**src/rtl/types_pkg.sv**
```systemverilog
// Shared sizing and tag types for the rename stage.
// Holds the default register-file, ROB and checkpoint dimensions and the
// tag typedefs derived from them, so every block agrees on widths.
package types_pkg;

  localparam int ARCH_REGS = 32;
  localparam int PHYS_REGS = 128;
  localparam int ROB_DEPTH = 16;
  localparam int NUM_CKPT  = 4;

  localparam int AREG_W = $clog2(ARCH_REGS);
  localparam int PREG_W = $clog2(PHYS_REGS);
  localparam int ROB_W  = $clog2(ROB_DEPTH);
  localparam int CKPT_W = $clog2(NUM_CKPT);

  typedef logic [AREG_W-1:0] areg_t;
  typedef logic [PREG_W-1:0] preg_t;
  typedef logic [ROB_W-1:0]  rob_tag_t;
  typedef logic [CKPT_W-1:0] ckpt_id_t;

endpackage

```
**src/rtl/rename_freelist.sv**
```systemverilog
// Purpose: circular free list of physical registers with a rewindable read pointer.
// Latency: head/empty are combinational from state; push/pop/restore update on the next edge.
// Backpressure: none internally; the caller must not pop while empty.
// Ports: push/push_preg return a register, pop consumes head, restore/restore_ptr
//        rewind r_ptr to a saved value (w_ptr untouched), r_ptr exposed for snapshots.
module rename_freelist #(
  parameter  int PHYS_REGS = types_pkg::PHYS_REGS,
  parameter  int ARCH_REGS = types_pkg::ARCH_REGS,
  localparam int PW        = $clog2(PHYS_REGS),
  localparam int PTRW      = PW + 1
) (
  input  logic            clk,
  input  logic            reset,
  input  logic            push,
  input  logic [PW-1:0]   push_preg,
  input  logic            pop,
  input  logic            restore,
  input  logic [PTRW-1:0] restore_ptr,
  output logic [PW-1:0]   head,
  output logic            empty,
  output logic [PTRW-1:0] r_ptr
);

  logic [PW-1:0]   mem [PHYS_REGS];
  logic [PTRW-1:0] w_ptr;

  // Pointers carry one wrap bit so full and empty are distinguishable.
  assign empty = (r_ptr == w_ptr);
  assign head  = mem[r_ptr[PW-1:0]];

  always_ff @(posedge clk or posedge reset) begin
    if (reset) begin
      for (int i = 0; i < PHYS_REGS; i++) begin
        mem[i] <= (i < PHYS_REGS - ARCH_REGS) ? PW'(ARCH_REGS + i) : '0;
      end
      w_ptr <= PTRW'(PHYS_REGS - ARCH_REGS);
    end else if (push) begin
      mem[w_ptr[PW-1:0]] <= push_preg;
      w_ptr              <= w_ptr + PTRW'(1);
    end
  end

  // A rewind discards every pop since the snapshot; entries between the
  // restored r_ptr and w_ptr are still intact because w_ptr never laps them.
  always_ff @(posedge clk or posedge reset) begin
    if (reset) begin
      r_ptr <= '0;
    end else if (restore) begin
      r_ptr <= restore_ptr;
    end else if (pop) begin
      r_ptr <= r_ptr + PTRW'(1);
    end
  end

endmodule

```
**src/rtl/rename_ckpt.sv**
```systemverilog
// Purpose: register rename with map table, free list and branch checkpoints.
// Latency: one cycle from fire to registered rename result.
// Backpressure: ready_in drops on output stall, empty free list, full checkpoints or mispredict.
// Ports: valid_in/ready_in + rs1/rs2/rd/writes_rd/is_branch in; valid_out/ready_out +
//        ps1/ps2/pd_old/pd_new/rob_tag/ckpt_id out; free_* returns registers; resolve_* resolves branches.
module rename_ckpt #(
  parameter  int ARCH_REGS = types_pkg::ARCH_REGS,
  parameter  int PHYS_REGS = types_pkg::PHYS_REGS,
  parameter  int ROB_DEPTH = types_pkg::ROB_DEPTH,
  parameter  int NUM_CKPT  = types_pkg::NUM_CKPT,
  localparam int AW        = $clog2(ARCH_REGS),
  localparam int PW        = $clog2(PHYS_REGS),
  localparam int RW        = $clog2(ROB_DEPTH),
  localparam int CW        = $clog2(NUM_CKPT),
  localparam int PTRW      = PW + 1
) (
  input  logic          clk,
  input  logic          reset,
  input  logic          valid_in,
  output logic          ready_in,
  input  logic [AW-1:0] rs1,
  input  logic [AW-1:0] rs2,
  input  logic [AW-1:0] rd,
  input  logic          writes_rd,
  input  logic          is_branch,
  output logic          valid_out,
  input  logic          ready_out,
  output logic [PW-1:0] ps1,
  output logic [PW-1:0] ps2,
  output logic [PW-1:0] pd_old,
  output logic [PW-1:0] pd_new,
  output logic [RW-1:0] rob_tag,
  output logic [CW-1:0] ckpt_id,
  input  logic          free_valid,
  input  logic [PW-1:0] free_preg,
  input  logic          resolve_valid,
  input  logic [CW-1:0] resolve_ckpt,
  input  logic          resolve_mispredict
);

  logic [PW-1:0]   map_q     [ARCH_REGS];
  logic [PW-1:0]   map_next  [ARCH_REGS];
  logic [PW-1:0]   ckpt_map  [NUM_CKPT][ARCH_REGS];
  logic [PTRW-1:0] ckpt_rptr [NUM_CKPT];
  logic [RW-1:0]   ckpt_rob  [NUM_CKPT];
  logic [NUM_CKPT-1:0] ckpt_valid;
  logic [NUM_CKPT-1:0] squash_mask;
  logic [CW-1:0]   ckpt_tail;
  logic [CW-1:0]   ckpt_span;
  logic [CW-1:0]   ckpt_off;
  logic [RW-1:0]   rob_cnt;

  logic            needs_pd, ckpt_full, mispredict_req;
  logic            do_restore, do_release, fire, pop, branch_fire, fl_push;
  logic [PW-1:0]   fl_head;
  logic            fl_empty;
  logic [PTRW-1:0] fl_r_ptr;

  assign needs_pd       = writes_rd && (rd != '0);
  assign ckpt_full      = ckpt_valid[ckpt_tail];
  assign mispredict_req = resolve_valid && resolve_mispredict;
  assign do_restore     = mispredict_req && ckpt_valid[resolve_ckpt];
  assign do_release     = resolve_valid && !resolve_mispredict && ckpt_valid[resolve_ckpt];
  assign fl_push        = free_valid && (free_preg != '0);

  // Any mispredict request blocks rename, even one aimed at a dead slot.
  assign ready_in = (ready_out || !valid_out)
                  && !(needs_pd && fl_empty)
                  && !(is_branch && ckpt_full)
                  && !mispredict_req;

  assign fire        = valid_in && ready_in;
  assign pop         = fire && needs_pd;
  assign branch_fire = fire && is_branch;

  rename_freelist #(
    .PHYS_REGS (PHYS_REGS),
    .ARCH_REGS (ARCH_REGS)
  ) u_freelist (
    .clk         (clk),
    .reset       (reset),
    .push        (fl_push),
    .push_preg   (free_preg),
    .pop         (pop),
    .restore     (do_restore),
    .restore_ptr (ckpt_rptr[resolve_ckpt]),
    .head        (fl_head),
    .empty       (fl_empty),
    .r_ptr       (fl_r_ptr)
  );

  // Map as it will look after this cycle's rename; a branch snapshots this
  // so its own destination survives a rollback to its checkpoint.
  always_comb begin
    for (int i = 0; i < ARCH_REGS; i++) begin
      map_next[i] = map_q[i];
    end
    if (pop) begin
      map_next[rd] = fl_head;
    end
  end

  // Slots from resolve_ckpt up to ckpt_tail-1 in ring order are the
  // mispredicted branch and everything younger. A zero span with a valid
  // target means the ring is full, so every slot goes.
  always_comb begin
    squash_mask = '0;
    ckpt_off    = '0;
    ckpt_span   = ckpt_tail - resolve_ckpt;
    for (int j = 0; j < NUM_CKPT; j++) begin
      ckpt_off = CW'(j) - resolve_ckpt;
      if ((ckpt_off < ckpt_span) || (ckpt_span == '0)) begin
        squash_mask[j] = 1'b1;
      end
    end
  end

  always_ff @(posedge clk or posedge reset) begin
    if (reset) begin
      for (int i = 0; i < ARCH_REGS; i++) begin
        map_q[i] <= PW'(i);
      end
    end else if (do_restore) begin
      for (int i = 0; i < ARCH_REGS; i++) begin
        map_q[i] <= ckpt_map[resolve_ckpt][i];
      end
    end else if (fire) begin
      for (int i = 0; i < ARCH_REGS; i++) begin
        map_q[i] <= map_next[i];
      end
    end
  end

  // Snapshot storage needs no reset: a slot is only read while its valid bit is set.
  always_ff @(posedge clk) begin
    if (branch_fire) begin
      for (int i = 0; i < ARCH_REGS; i++) begin
        ckpt_map[ckpt_tail][i] <= map_next[i];
      end
      ckpt_rptr[ckpt_tail] <= fl_r_ptr + PTRW'(pop);
      ckpt_rob[ckpt_tail]  <= rob_cnt + RW'(1);
    end
  end

  always_ff @(posedge clk or posedge reset) begin
    if (reset) begin
      ckpt_valid <= '0;
      ckpt_tail  <= '0;
    end else if (do_restore) begin
      ckpt_valid <= ckpt_valid & ~squash_mask;
      ckpt_tail  <= resolve_ckpt;
    end else begin
      if (do_release) begin
        ckpt_valid[resolve_ckpt] <= 1'b0;
      end
      if (branch_fire) begin
        ckpt_valid[ckpt_tail] <= 1'b1;
        ckpt_tail             <= ckpt_tail + CW'(1);
      end
    end
  end

  always_ff @(posedge clk or posedge reset) begin
    if (reset) begin
      rob_cnt <= '0;
    end else if (do_restore) begin
      rob_cnt <= ckpt_rob[resolve_ckpt];
    end else if (fire) begin
      rob_cnt <= rob_cnt + RW'(1);
    end
  end

  always_ff @(posedge clk or posedge reset) begin
    if (reset) begin
      valid_out <= 1'b0;
      ps1       <= '0;
      ps2       <= '0;
      pd_old    <= '0;
      pd_new    <= '0;
      rob_tag   <= '0;
      ckpt_id   <= '0;
    end else if (do_restore) begin
      valid_out <= 1'b0;
    end else if (fire) begin
      valid_out <= 1'b1;
      ps1       <= map_q[rs1];
      ps2       <= map_q[rs2];
      pd_old    <= map_q[rd];
      pd_new    <= pop ? fl_head : '0;
      rob_tag   <= rob_cnt;
      ckpt_id   <= ckpt_tail;
    end else if (ready_out) begin
      valid_out <= 1'b0;
    end
  end

endmodule

```
**config.mk**
```make
export PLATFORM = sky130hd
export DESIGN_NAME = rename_ckpt
export DESIGN_NICKNAME = d
export VERILOG_FILES = /design/src/rtl/types_pkg.sv /design/src/rtl/rename_freelist.sv /design/src/rtl/rename_ckpt.sv
export SDC_FILE = /design/constraint.sdc
export NUM_CORES = 2
export LEC_CHECK = 0
export ABC_AREA = 1
export ABC_CLOCK_PERIOD_IN_PS = 54300
export CAP_MARGIN = 30
export CELL_PAD_IN_SITES_DETAIL_PLACEMENT = 1
export CELL_PAD_IN_SITES_GLOBAL_PLACEMENT = 2
export CORE_MARGIN = 10
export CORE_UTILIZATION = 39
export DETAILED_ROUTE_END_ITERATION = 16
export PLACE_DENSITY_LB_ADDON = 0.15
export RECOVER_POWER = 50
export SLEW_MARGIN = 20
export SYNTH_ARGS = -nofsm -noshare
export SYNTH_HDL_FRONTEND = slang
export SYNTH_SLANG_ARGS = --single-unit
```
**constraint.sdc**
```tcl
create_clock -name clk -period 54.3 [get_ports clk]
set_clock_uncertainty 0.1 [all_clocks]
set_input_delay 16.29 -clock clk [delete_from_list [all_inputs] [get_ports clk]]
set_output_delay 16.29 -clock clk [all_outputs]
set_load 0.05 [all_outputs]
```
==> flow_metrics.py <==
metrics = {
    "outcome": {
        "status": "finished with violations",
        "violations": "max-capacitance violations, max-slew violations",
    },
    "pwr": {
        "peakVddDrop_uv": 76.4,
        "p_leak_uw": 0.0442,
        "powerDensity_mw_per_mm2": 54.3,
    },
    "die": {
        "core_mm2": 0.252,
        "start_util_pct": 39.3,
        "die_h_um": 523,
        "die_w_um": 523,
        "dieArea_mm2": 0.274,
        "io-pin-count": 69,
        "row_count": 184,
    },
    "setup_path": {
        "crit_type": "in -> out",
        "crit_buf_inv": 6,
        "startpoint": "rd[1]",
        "critPathSlowestCell": "clkbuf_1",
        "worstSetupStartpointType": "primary input",
        "critPathMaxStageDelay_ns": 1.23,
        "cp_top_family": "buffers and inverters",
        "r2r-end": "map_q[73]",
        "path_max_fanout": 19,
        "r2r-start": "ckpt_valid[1]",
        "crit_required_ns": 37.91,
        "crit_top_cell": "inv_1",
        "cp-end-kind": "primary output",
        "r2r_cells": 10,
        "cp.arrival_ns": 21.67,
        "worstPathCellList": "dlygate4sd3_1 -> nor2_1 -> clkbuf_1 -> inv_1 -> o21ai_0 -> inv_1 -> nand3_1 -> nand2_1 -> inv_1 -> clkdlybuf4s50_1",
        "ff2ff_setup_slack_ns": 47.61,
    },
    "route": {
        "ant_nets": 0,
        "drt-pass1-iter-count": 5,
        "drtIter0Drc": 7032,
        "via_per_inst": 5.64,
        "drc_errors": 0,
        "drt-wirelength-per-cell_um": 25.1,
        "routed_wl_um": 359000,
        "vias": 80500,
    },
    "timing": {
        "period_minus_slack_ns": 38.06,
        "setup_tns_ns": 0,
        "maxSlewViolCount": 1585,
        "finalSetupViolations": 0,
        "fmax_mhz": 26.3,
        "max_slew_margin_pct": -285,
        "fin_crit_sh_pct": 70.1,
        "rsz0062_at_grt": "no",
        "finalHoldViolCount": 0,
        "tightest_slew_ns": 5.78,
    },
    "logic_synthesis": {
        "synthArstFlopShare_pct": 55.6,
        "synthFlopType": "edfxtp_1",
        "syn_nets": 11100,
        "ys_ff_latch": 2125,
        "synth_edf_count": 944,
        "synth_top_area_share_pct": 28.7,
        "synthMostInstantiatedCell": "nand2_1",
        "syn_avg_cell_area_um2": 8.90,
        "yosysTopAreaCell": "edfxtp_1",
        "postSynthCellCount": 11100,
        "synthTopCellsByCount": "3234 x nand2_1, 1687 x o21ai_0, 944 x edfxtp_1, 747 x nor2_1, 731 x dfrtp_1",
        "seq_area_frac_synth_pct": 59.2,
        "synthTopCellsByArea": "edfxtp_1 29%, dfrtp_1 19%, nand2_1 12%",
        "ys.warnings.count": 0,
        "synth_area_mm2": 0.0988,
        "ys_types": 40,
    },
    "cts": {
        "cts_resized": 0,
        "clock_latency_ns": 0.90,
        "path_clk_slew_ns": 0.06,
        "holdBufCountCts": 0,
        "cts_root_buffer": "clkbuf_16",
        "numCtsBuffers": 235,
        "numClockSinks": 2125,
        "htree_levels": 4,
        "cts_tree": "yes",
        "clk_path_buf_depth": 3,
        "cts_setup_buffers": 0,
    },
    "placement": {
        "port_buffers": 68,
        "dp_hpwl_um": 215000,
        "gp_congestion": 0.872,
        "dp.cells": 13800,
    },
    "grt": {
        "met3_usage_pct": 3.90,
        "grt_util_met1_pct": 37.3,
        "grtUsageTotal_pct": 25.5,
        "grt_pass1_vias": 82000,
        "grt_pass1_wl_um": 540000,
        "busiest_layer": "met2",
        "grt_max_degree": 174,
        "met2_usage_pct": 40.1,
        "grt_overflow": 0,
        "antenna_found_initial": 7,
    },
    "layout": {
        "layout-drive-gt1-share_pct": 9.00,
        "finalNonFillerCells": 14300,
        "fin_nets": 10800,
        "areaGrowthSynthToFinish_pct": 11.1,
    },
    "hold_path": {
        "hold_path_class": "reg -> reg",
        "hold_path_depth": 2,
        "min_to": "rob_tag[1]",
        "min_from": "rob_tag[1]",
    },
    "run": {
        "max_cap_viol_count": 34,
    },
}
[power by group]
part / internal, uW / switching, uW
Combinational: 469 / 1530
Sequential: 2120 / 170
Clock: 978 / 694
[cell type report]
class | count | area, um^2
Antenna cell | 8 | 20.0
Clock buffer | 332 | 6740
Clock inverter | 118 | 1340
Fill cell | 28600 | 142000
Inverter | 662 | 2550
Multi-Input combinational cell | 7477 | 34600
Sequential cell | 2125 | 58500
Tap cell | 3348 | 4190
Timing Repair Buffer | 218 | 1890
[how the worst max path moves through the flow]
stage / end / depth (start not counted)
3_3_place_gp: ready_in / 10
6_report: ready_in / 10
2_1_floorplan: ckpt_id[0] / 1
4_1_cts: ready_in / 10
5_1_grt: ready_in / 10
3_5_place_dp: ready_in / 10
[sequential cells by signal, summed over array words and instances, names as in the netlist]
name,flops
rob_cnt,4
ckpt_rptr,32
pd_new,7
ckpt_id,2
ps2,7
ckpt_rob,16
ps1,7
valid_out,1
u_freelist.w_ptr,8
ckpt_valid,4
u_freelist.mem,896
map_q,224
ckpt_map,896
rob_tag,4
u_freelist.r_ptr,8
pd_old,7
ckpt_tail,2
[metrics by stage]
step	worst slack, ns	power (uW)	area [um^2]	hold slack [ns]	utilization, %
3_5_place_dp	17.98	4310	102000	0.367	40.4
5_1_grt	16.26	6270	110000	0.394	43.6
3_3_place_gp	18.04	4250	102000	0.361	40.4
6_report	16.24	5960	110000	0.373	43.6
4_1_cts	17.97	5990	110000	0.382	43.7
2_1_floorplan	5.39	3460	98800	0.348	-
[per-layer routing]
layer,part of all wire (%),up-vias
met5,0.0036,-
met4,2.3,2
met3,6.1,491
met2,45,2147
met1,47,41300
li1,-,36600
[worst register-to-register path, delay by kind of cell, from the launching register on]
| family | cells | cell delay [ns] |
|---|---|---|
| buffers and inverters | 3 | 3.84 |
| AO/OA/AOI/OAI | 1 | 0.13 |
| AND/OR/NAND/NOR | 6 | 2.08 |
| flip-flops | 1 | 0.41 |
[logic make-up after synthesis]
logic type / count (synthesis) / share of synthesized area (%)
adders and majority gates: 19 / 0.256
xor gates and xnor gates: 16 / 0.142
buffers and inverters: 1494 / 5.87
muxes: 2 / 0.0203
DFF: 2125 / 59.2
and+or+nand+nor: 4652 / 18.6
AOI/OAI and AO/OA: 2788 / 15.9
[layout by cell type, fill, tap and decap left out, types with 12 or more instances in the layout]
cell type / synthesis / layout
o22ai_1: 212 / 212
xor2_1: 15 / 15
o211ai_1: 50 / 50
nand3_1: 627 / 627
nor3_1: 13 / 12
a221oi_1: 25 / 25
clkinv_2: 0 / 42
inv_1: 651 / 638
edfxtp_1: 944 / 944
clkinv_1: 5 / 26
clkdlybuf4s50_1: 0 / 24
dfstp_2: 450 / 450
buf_12: 0 / 12
a21oi_1: 404 / 404
o221ai_1: 16 / 16
buf_4: 0 / 98
clkbuf_8: 0 / 41
clkbuf_16: 0 / 239
ha_1: 17 / 17
nor2_1: 747 / 743
nand2_1: 3234 / 3225
bufinv_16: 0 / 24
nand4_1: 13 / 14
a21boi_0: 184 / 184
dfrtp_1: 731 / 728
a221o_1: 126 / 126
o21ai_1: 19 / 20
dlygate4sd3_1: 0 / 38
clkbuf_1: 639 / 90
o21ai_0: 1687 / 1686
a21boi_1: 33 / 33
Power figures use the tool's default switching activity.
